--- src/rtl/hazard_stall_unit.sv ---
// Stall/flush controller for the RV32 5-stage pipeline: load-use stalls, fixed-latency
// multi-cycle EX ops and taken-branch flushes, plus a saturating stall-cycle counter.
`timescale 1ns/1ps

module hazard_stall_unit #(
    parameter int LONG_LAT = 4,
    parameter int CNT_W    = 32
) (
    input  logic             clk,
    input  logic             rst_n,
    input  logic [4:0]       rs1_id,
    input  logic [4:0]       rs2_id,
    input  logic             uses_rs1_id,
    input  logic             uses_rs2_id,
    input  logic [4:0]       rd_ex,
    input  logic             mem_read_ex,
    input  logic             long_op_ex,
    input  logic             branch_taken_ex,
    output logic             pc_write,
    output logic             ifid_write,
    output logic             idex_bubble,
    output logic             ifid_flush,
    output logic             ex_hold,
    output logic             long_busy,
    output logic [CNT_W-1:0] stall_cycles
);

    typedef enum logic {
        S_IDLE = 1'b0,
        S_LONG = 1'b1
    } state_t;

    // LONG lasts LONG_LAT-2 cycles: issue cycle + LONG cycles + final IDLE cycle = LONG_LAT.
    // r_lat_cnt holds the LONG cycles remaining after the current one.
    localparam bit             ENTER_LONG = (LONG_LAT > 2);
    localparam logic [7:0]     LAT_LOAD   = ENTER_LONG ? 8'(LONG_LAT - 3) : 8'd0;

    state_t           r_state;
    state_t           w_state_nxt;
    logic [7:0]       r_lat_cnt;
    logic [7:0]       w_lat_cnt_nxt;
    logic [CNT_W-1:0] r_stall_cnt;
    logic             w_load_use;

    assign w_load_use = mem_read_ex && (rd_ex != 5'd0) &&
                        ((uses_rs1_id && (rd_ex == rs1_id)) ||
                         (uses_rs2_id && (rd_ex == rs2_id)));

    // NOTE: every output and next-state variable gets a default first so no path infers a latch.
    always_comb begin
        pc_write      = 1'b1;
        ifid_write    = 1'b1;
        idex_bubble   = 1'b0;
        ifid_flush    = 1'b0;
        ex_hold       = 1'b0;
        w_state_nxt   = r_state;
        w_lat_cnt_nxt = r_lat_cnt;
        // Gating with rst_n keeps outputs at reset values while reset is held, whatever the inputs.
        if (rst_n) begin
            case (r_state)
                S_IDLE: begin
                    if (branch_taken_ex) begin
                        ifid_flush  = 1'b1;
                        idex_bubble = 1'b1;
                    end else if (long_op_ex) begin
                        ex_hold    = 1'b1;
                        pc_write   = 1'b0;
                        ifid_write = 1'b0;
                        if (ENTER_LONG) begin
                            w_state_nxt   = S_LONG;
                            w_lat_cnt_nxt = LAT_LOAD;
                        end
                    end else if (w_load_use) begin
                        pc_write    = 1'b0;
                        ifid_write  = 1'b0;
                        idex_bubble = 1'b1;
                    end
                end
                S_LONG: begin
                    ex_hold    = 1'b1;
                    pc_write   = 1'b0;
                    ifid_write = 1'b0;
                    if (r_lat_cnt == 8'd0) begin
                        w_state_nxt = S_IDLE;
                    end else begin
                        w_lat_cnt_nxt = r_lat_cnt - 8'd1;
                    end
                end
                default: w_state_nxt = S_IDLE;
            endcase
        end
    end

    // NOTE: sequential state uses non-blocking assignments so all registers update together.
    always_ff @(posedge clk or negedge rst_n) begin
        if (!rst_n) begin
            r_state   <= S_IDLE;
            r_lat_cnt <= 8'd0;
        end else begin
            r_state   <= w_state_nxt;
            r_lat_cnt <= w_lat_cnt_nxt;
        end
    end

    always_ff @(posedge clk or negedge rst_n) begin
        if (!rst_n) begin
            r_stall_cnt <= '0;
        end else if (!pc_write && (r_stall_cnt != '1)) begin
            r_stall_cnt <= r_stall_cnt + 1'b1;
        end
    end

    assign long_busy    = (r_state == S_LONG);
    assign stall_cycles = r_stall_cnt;

endmodule

--- config.mk ---
export PLATFORM = sky130hd
export DESIGN_NAME = hazard_stall_unit
export DESIGN_NICKNAME = d
export VERILOG_FILES = /design/src/rtl/hazard_stall_unit.sv
export SDC_FILE = /design/constraint.sdc
export NUM_CORES = 1
export LEC_CHECK = 0
export ABC_AREA = 1
export BUFFER_PORTS_ARGS = -buffer_cell sky130_fd_sc_hd__buf_4
export CAP_MARGIN = 0
export CORE_ASPECT_RATIO = 1.75
export CORE_MARGIN = 5
export CORE_UTILIZATION = 50
export DETAILED_ROUTE_END_ITERATION = 10
export PLACE_DENSITY = 0.84
export SYNTH_ARGS = -nofsm -noshare
export SYNTH_HDL_FRONTEND = slang
export SYNTH_SLANG_ARGS = --single-unit
--- constraint.sdc ---
create_clock -name clk -period 1.55 [get_ports clk]
set_input_delay 0.2325 -clock clk [delete_from_list [all_inputs] [get_ports clk]]
set_output_delay 0.2325 -clock clk [all_outputs]
set_load 0.05 [all_outputs]
### After elaboration in Yosys (flattened, before gate mapping)

Cells that the tools add are included.

| operators by class | value |
|---|---|
| add/subtract/negate cells | 2 |
| equal/unequal tests | 6 |
| multiplexer cells | 23 |
| bitwise gates (word level) | 1 |
| reductions and logical operators | 10 |

Operator list:

| kind | count |
|---|---|
| $add 32x1->32 const B | 1 |
| $ne 32x32->1 const B | 1 |
| $mux 8 | 3 |
| $mux 1 | 16 |
| $pmux 8 s2 | 1 |
| $eq 5x5->1 | 2 |
| $logic_not 8->1 | 1 |
| $sub 8x1->8 const B | 1 |
| $ne 2x2->1 const B | 3 |
| $pmux 1 s2 | 3 |
| $logic_and 1x1->1 | 5 |
| $reduce_bool 5->1 | 1 |
| $reduce_and 4->1 | 1 |
| $logic_not 1->1 | 1 |
| $logic_or 1x1->1 | 1 |
| $not 1->1 | 1 |

| storage, ports and cells | value |
|---|---|
| register bits | 41 |
| input bits | 22 |
| output and inout port bits | 38 |
| logic and storage cells | 45 |

### Longest topological paths before layout

| depth | value |
|---|---|
| word-level depth | 11 |
| depth in mapped cells | 12 |
| mapped depth without buffers | 11 |

### Worst setup path after synthesis

Ideal clock, no wire load.

| timing path | value |
|---|---|
| kind | reg-to-output |
| from | register r_state, in the netlist long_busy |
| to | output pc_write |
| data arrival time | 2.751 ns |
| required time | 1.317 ns |
| setup slack | -1.433 ns |
| stages on the path, launching flop included | 10 |
| buffers on the path | 2 |
| cell sequence | dfrtp_1 -> inv_1 -> nand2_1 -> nand2_1 -> nor2_1 -> inv_1 -> nand2_2 -> buf_4 -> inv_1 -> buf_4 |

| on the way | value |
|---|---|
| cells in the longest elaborated chain, start to end | 3 |

Ends and longest elaborated chain:

| item | RTL line | text |
|---|---|---|
| from (decl) | 38 | `state_t r_state;` |
| from (signal assigned) | 100 | `r_state <= w_state_nxt;` |
| $not 1->1 | - |  |
| $pmux 1 s2 (*) | - |  |
| $mux 1 (*) | - |  |
| to (decl) | 19 | `output logic pc_write,` |

Mark *: on every way between the ends. The rest lies on a longest branch, timed or not.

### Final worst setup path

| timing path | value |
|---|---|
| from | register r_stall_cnt[1], in the netlist stall_cycles[1] |
| to | register r_stall_cnt[30], in the netlist stall_cycles[30] |

| on the way | value |
|---|---|
| cells in the longest elaborated chain, start to end | 2 |
| elaborated cells on any way between the ends | 3 |
| those cells by class | add/sub (1); eq/ne (1); reduce/logical (1) |

Ends and longest elaborated chain:

| item | RTL line | text |
|---|---|---|
| from (decl) | 42 | `logic [CNT_W-1:0] r_stall_cnt;` |
| from (signal assigned) | 109 | `r_stall_cnt <= r_stall_cnt + 1'b1;` |
| branches (longest 2 deep; another with $add 32x1->32) | - |  |

Several ways; the timed one is not identified.
A chain may end at the register's enable or synchronous reset.

==> impl_metrics.csv <==
group,metric,value,unit
outcome,outcome,"complete, but fails checks",
outcome,violations,"negative setup slack",
floorplan,rows,37,
cells_and_area,syn2layout_area_growth,50.5,%
pwr,p_comb_share,46.6,%
timing,setup_viol,35,
placed_design,io_buffers,59,
timing,drv_slew,0,
global_routing,grt_use_total,28.0,%
floorplan,ios,60,
timing,min_period,1.76,ns
pwr,p_leak,2.30,nW
clock_tree,clkSinkCount,41,
timing,fin_skew,0.0169,ns
logic_synthesis,yosysSeqAreaShare,35.0,%
clock_tree,cts_hold_buffers,0,
routing,vias,3633,
logic_synthesis,yosysUniqueCellTypes,24,
cells_and_area,final_util,76.2,%
clock_tree,clk_pin_slew_worst_paths,0.09,ns
clock_tree,clkLatencyLatePin,0.32,ns
critical_path,worstPathArrival,2.02,ns
global_routing,grt_pass1_vias,3652,
timing,fin_crit_sh,114,%
routing,drtIter0Drc,318,
clock_tree,cts_buffers,5,
floorplan,core,0.00579,mm2
routing,drtAntennaViolNets,0,
critical_path,cp_max_fo,9,
routing,drtPass1Iterations,5,
floorplan,initial_core_util,50.6,%
timing,finalHoldViolations,0,
logic_synthesis,ys_seq_elements,41,
logic_synthesis,syn_inst,460,
floorplan,die_area,0.00755,mm2
clock_tree,cts_tree,"done",
placed_design,hpwl,7.49,mm
logic_synthesis,yosys.area.top_type_share,35.0,%
timing,timing.fmax,567,MHz
floorplan,die_w,67.9,um
cells_and_area,fin_nets,616,
hold_path,holdCritPathClass,"in -> async",
critical_path,reg2reg_setup_slack,-0.21,ns
critical_path,path_class,"reg -> reg",
routing,drc,0,
global_routing,grt_pass1_wl,16.0,mm
routing,wirelength,10.6,mm
pwr,pwr-share-seq,32.9,%
timing,slew_headroom,63.1,%
placed_design,dp_worst_setup_slack,-0.114,ns
global_routing,grt_max_degree,43,
floorplan,die_y,111,um
logic_synthesis,yosysWarnings,0,
cells_and_area,drive_gt1_share,32.2,%
pwr,peakVddDrop,936,uV
routing,wl_per_cell,15.8,um
logic_synthesis,synth_area,0.00293,mm2
critical_path,required,1.81,ns
cells_and_area,n_antenna_cell,0,
clock_tree,cts_buffer_depth,2,
critical_path,start_kind,"flip-flop",
global_routing,overflow,0,
flow_run,drv_cap,0,
clock_tree,cts.htree.levels,2,
pwr,p_per_area,988,mW/mm2
placed_design,place.gp.congestion,1.01,
pwr,switching_share,40.1,%
global_routing,antenna_found_initial,0,
pwr,p_int,2.61,mW
pwr,p_switching,1.75,mW
logic_synthesis,yosysTopAreaCell,"dfrtp_1",
pwr,clkPwrFrac,20.6,%
timing,worst_slew_pin_slew,0.554,ns
logic_synthesis,syn_nets,484,
critical_path,endpoint_kind,"flip-flop",
timing,layout_setup_ws,-0.213,ns
logic_synthesis,synth_area_leaders,"dfrtp_1, nand2_1, nand3_1, nor2_1, inv_1",
routing,viasPerCell,5.41,
clock_tree,cts.root.buffer_cell,"clkbuf_8",
logic_synthesis,syn_avg_cell_area,6.37,um2
timing,rsz0062_at_grt,"yes",
==> flip-flops by register name, indices dropped and copies added (netlist names) <==
signal,cells
stall_cycles,32
r_lat_cnt,8
long_busy,1
==> Yosys cell counts <==
master / n
a31oi_1: 1
buf_2: 5
buf_4: 4
buf_6: 2
dfrtp_1: 41
ha_1: 2
inv_1: 48
nand2_1: 194
nand2_2: 2
nand3_1: 47
nand3_2: 2
nand3b_1: 6
nand4_1: 5
nor2_1: 53
nor2_2: 1
nor2_4: 1
nor3_1: 14
nor3_2: 1
o21ai_0: 4
o22ai_1: 1
o31ai_1: 5
or2_2: 1
xnor2_1: 4
xor2_1: 16
==> area by class of cell <==
class	count	area (um2)
clock buffers	6	72.6
clock inverters	2	38.8
fillers	388	1380
inverters	48	184
multi-input cells	360	1820
flip-flops and latches	41	1030
well taps	78	97.6
repair buffers	136	1160
==> what timing repair did <==
item / 4_1_cts / 5_1_grt
gates resized for setup: 23 / 30
pin swaps: 5 / 10
endpoints found under the hold margin: 0 / 0
setup endpoints to repair: 35 / 46
gates cloned: 0 / 3
setup buffers: 8 / 6
==> final timing paths <==
| check | start | to | cells past startpoint |
|---|---|---|---|
| setup / recovery | stall_cycles[1] | stall_cycles[30] | 10 |
| hold / removal | rst_n | r_lat_cnt[3] | 2 |
| setup reg to reg | stall_cycles[1] | stall_cycles[30] | 10 |
| hold reg to reg | stall_cycles[31] | stall_cycles[31] | 2 |
| max in group asynchronous | rst_n | stall_cycles[2] | 2 |
| min in group clk | long_op_ex | r_lat_cnt[2] | 6 |
==> power groups by stage <==
stage	clock network (mW)	logic, mW	registers, mW
after floorplan	0	0.819	1.67
after global placement	0	1.60	1.43
after detailed placement	0	1.65	1.45
after CTS	0.914	1.75	1.42
after global routing	0.958	2.21	1.46
final	0.895	2.03	1.43
==> cells in the final DEF (no fill, tap or decap), drive strengths merged, types with 2 or more instances in the layout <==
cell / instances
nor3: 15
ha: 2
nand3b: 6
xor2: 16
inv: 47
nand2: 196
clkbuf: 9
o31ai: 5
buf: 133
o21ai: 4
dfrtp: 41
nor2: 55
xnor2: 4
nand4: 5
nand3: 49
==> critical path, stage by stage, from the launching register on <==
cell and delay [ns]:
dfrtp_2 0.41, ha_4 0.15, nand3_4 0.09, nor2_4 0.09, nand4_1 0.14, nor2_2 0.23, nand3_4 0.16, nand2_8 0.13
clkbuf_16 0.16, nand2_1 0.07, nand2_1 0.07
==> metal layers <==
metal	up-vias	GRT usage [%]	share of wire (%)
met5	-	0	0
met4	0	21.6	8.8
met3	76	6.49	7.0
met2	205	48.4	53
met1	1646	26.7	31
li1	1706	-	-
==> cells by family after synthesis <==
logic type | count (synthesis) | synth area share [%]
compound gates | 11 | 2.39
buf+inv | 59 | 8.80
flops | 41 | 35.0
fa+ha+maj | 2 | 0.854
xor+xnor | 20 | 5.98
simple gates | 327 | 46.9
==> through the flow <==
stage	hold WS (ns)	instances	area [um2]	TNS, ns	power (mW)
3_5_place_dp	0.382	648	3930	-1.22	3.09
2_1_floorplan	-0.0631	460	3000	-11.27	2.49
6_report	0.0292	671	4410	-5.34	4.36
5_1_grt	0.0638	671	4410	-15.08	4.62
3_3_place_gp	0.371	648	3930	-0.194	3.03
4_1_cts	0.0318	664	4190	-1.82	4.09
Note: power is estimated with default switching activity, not from simulation.
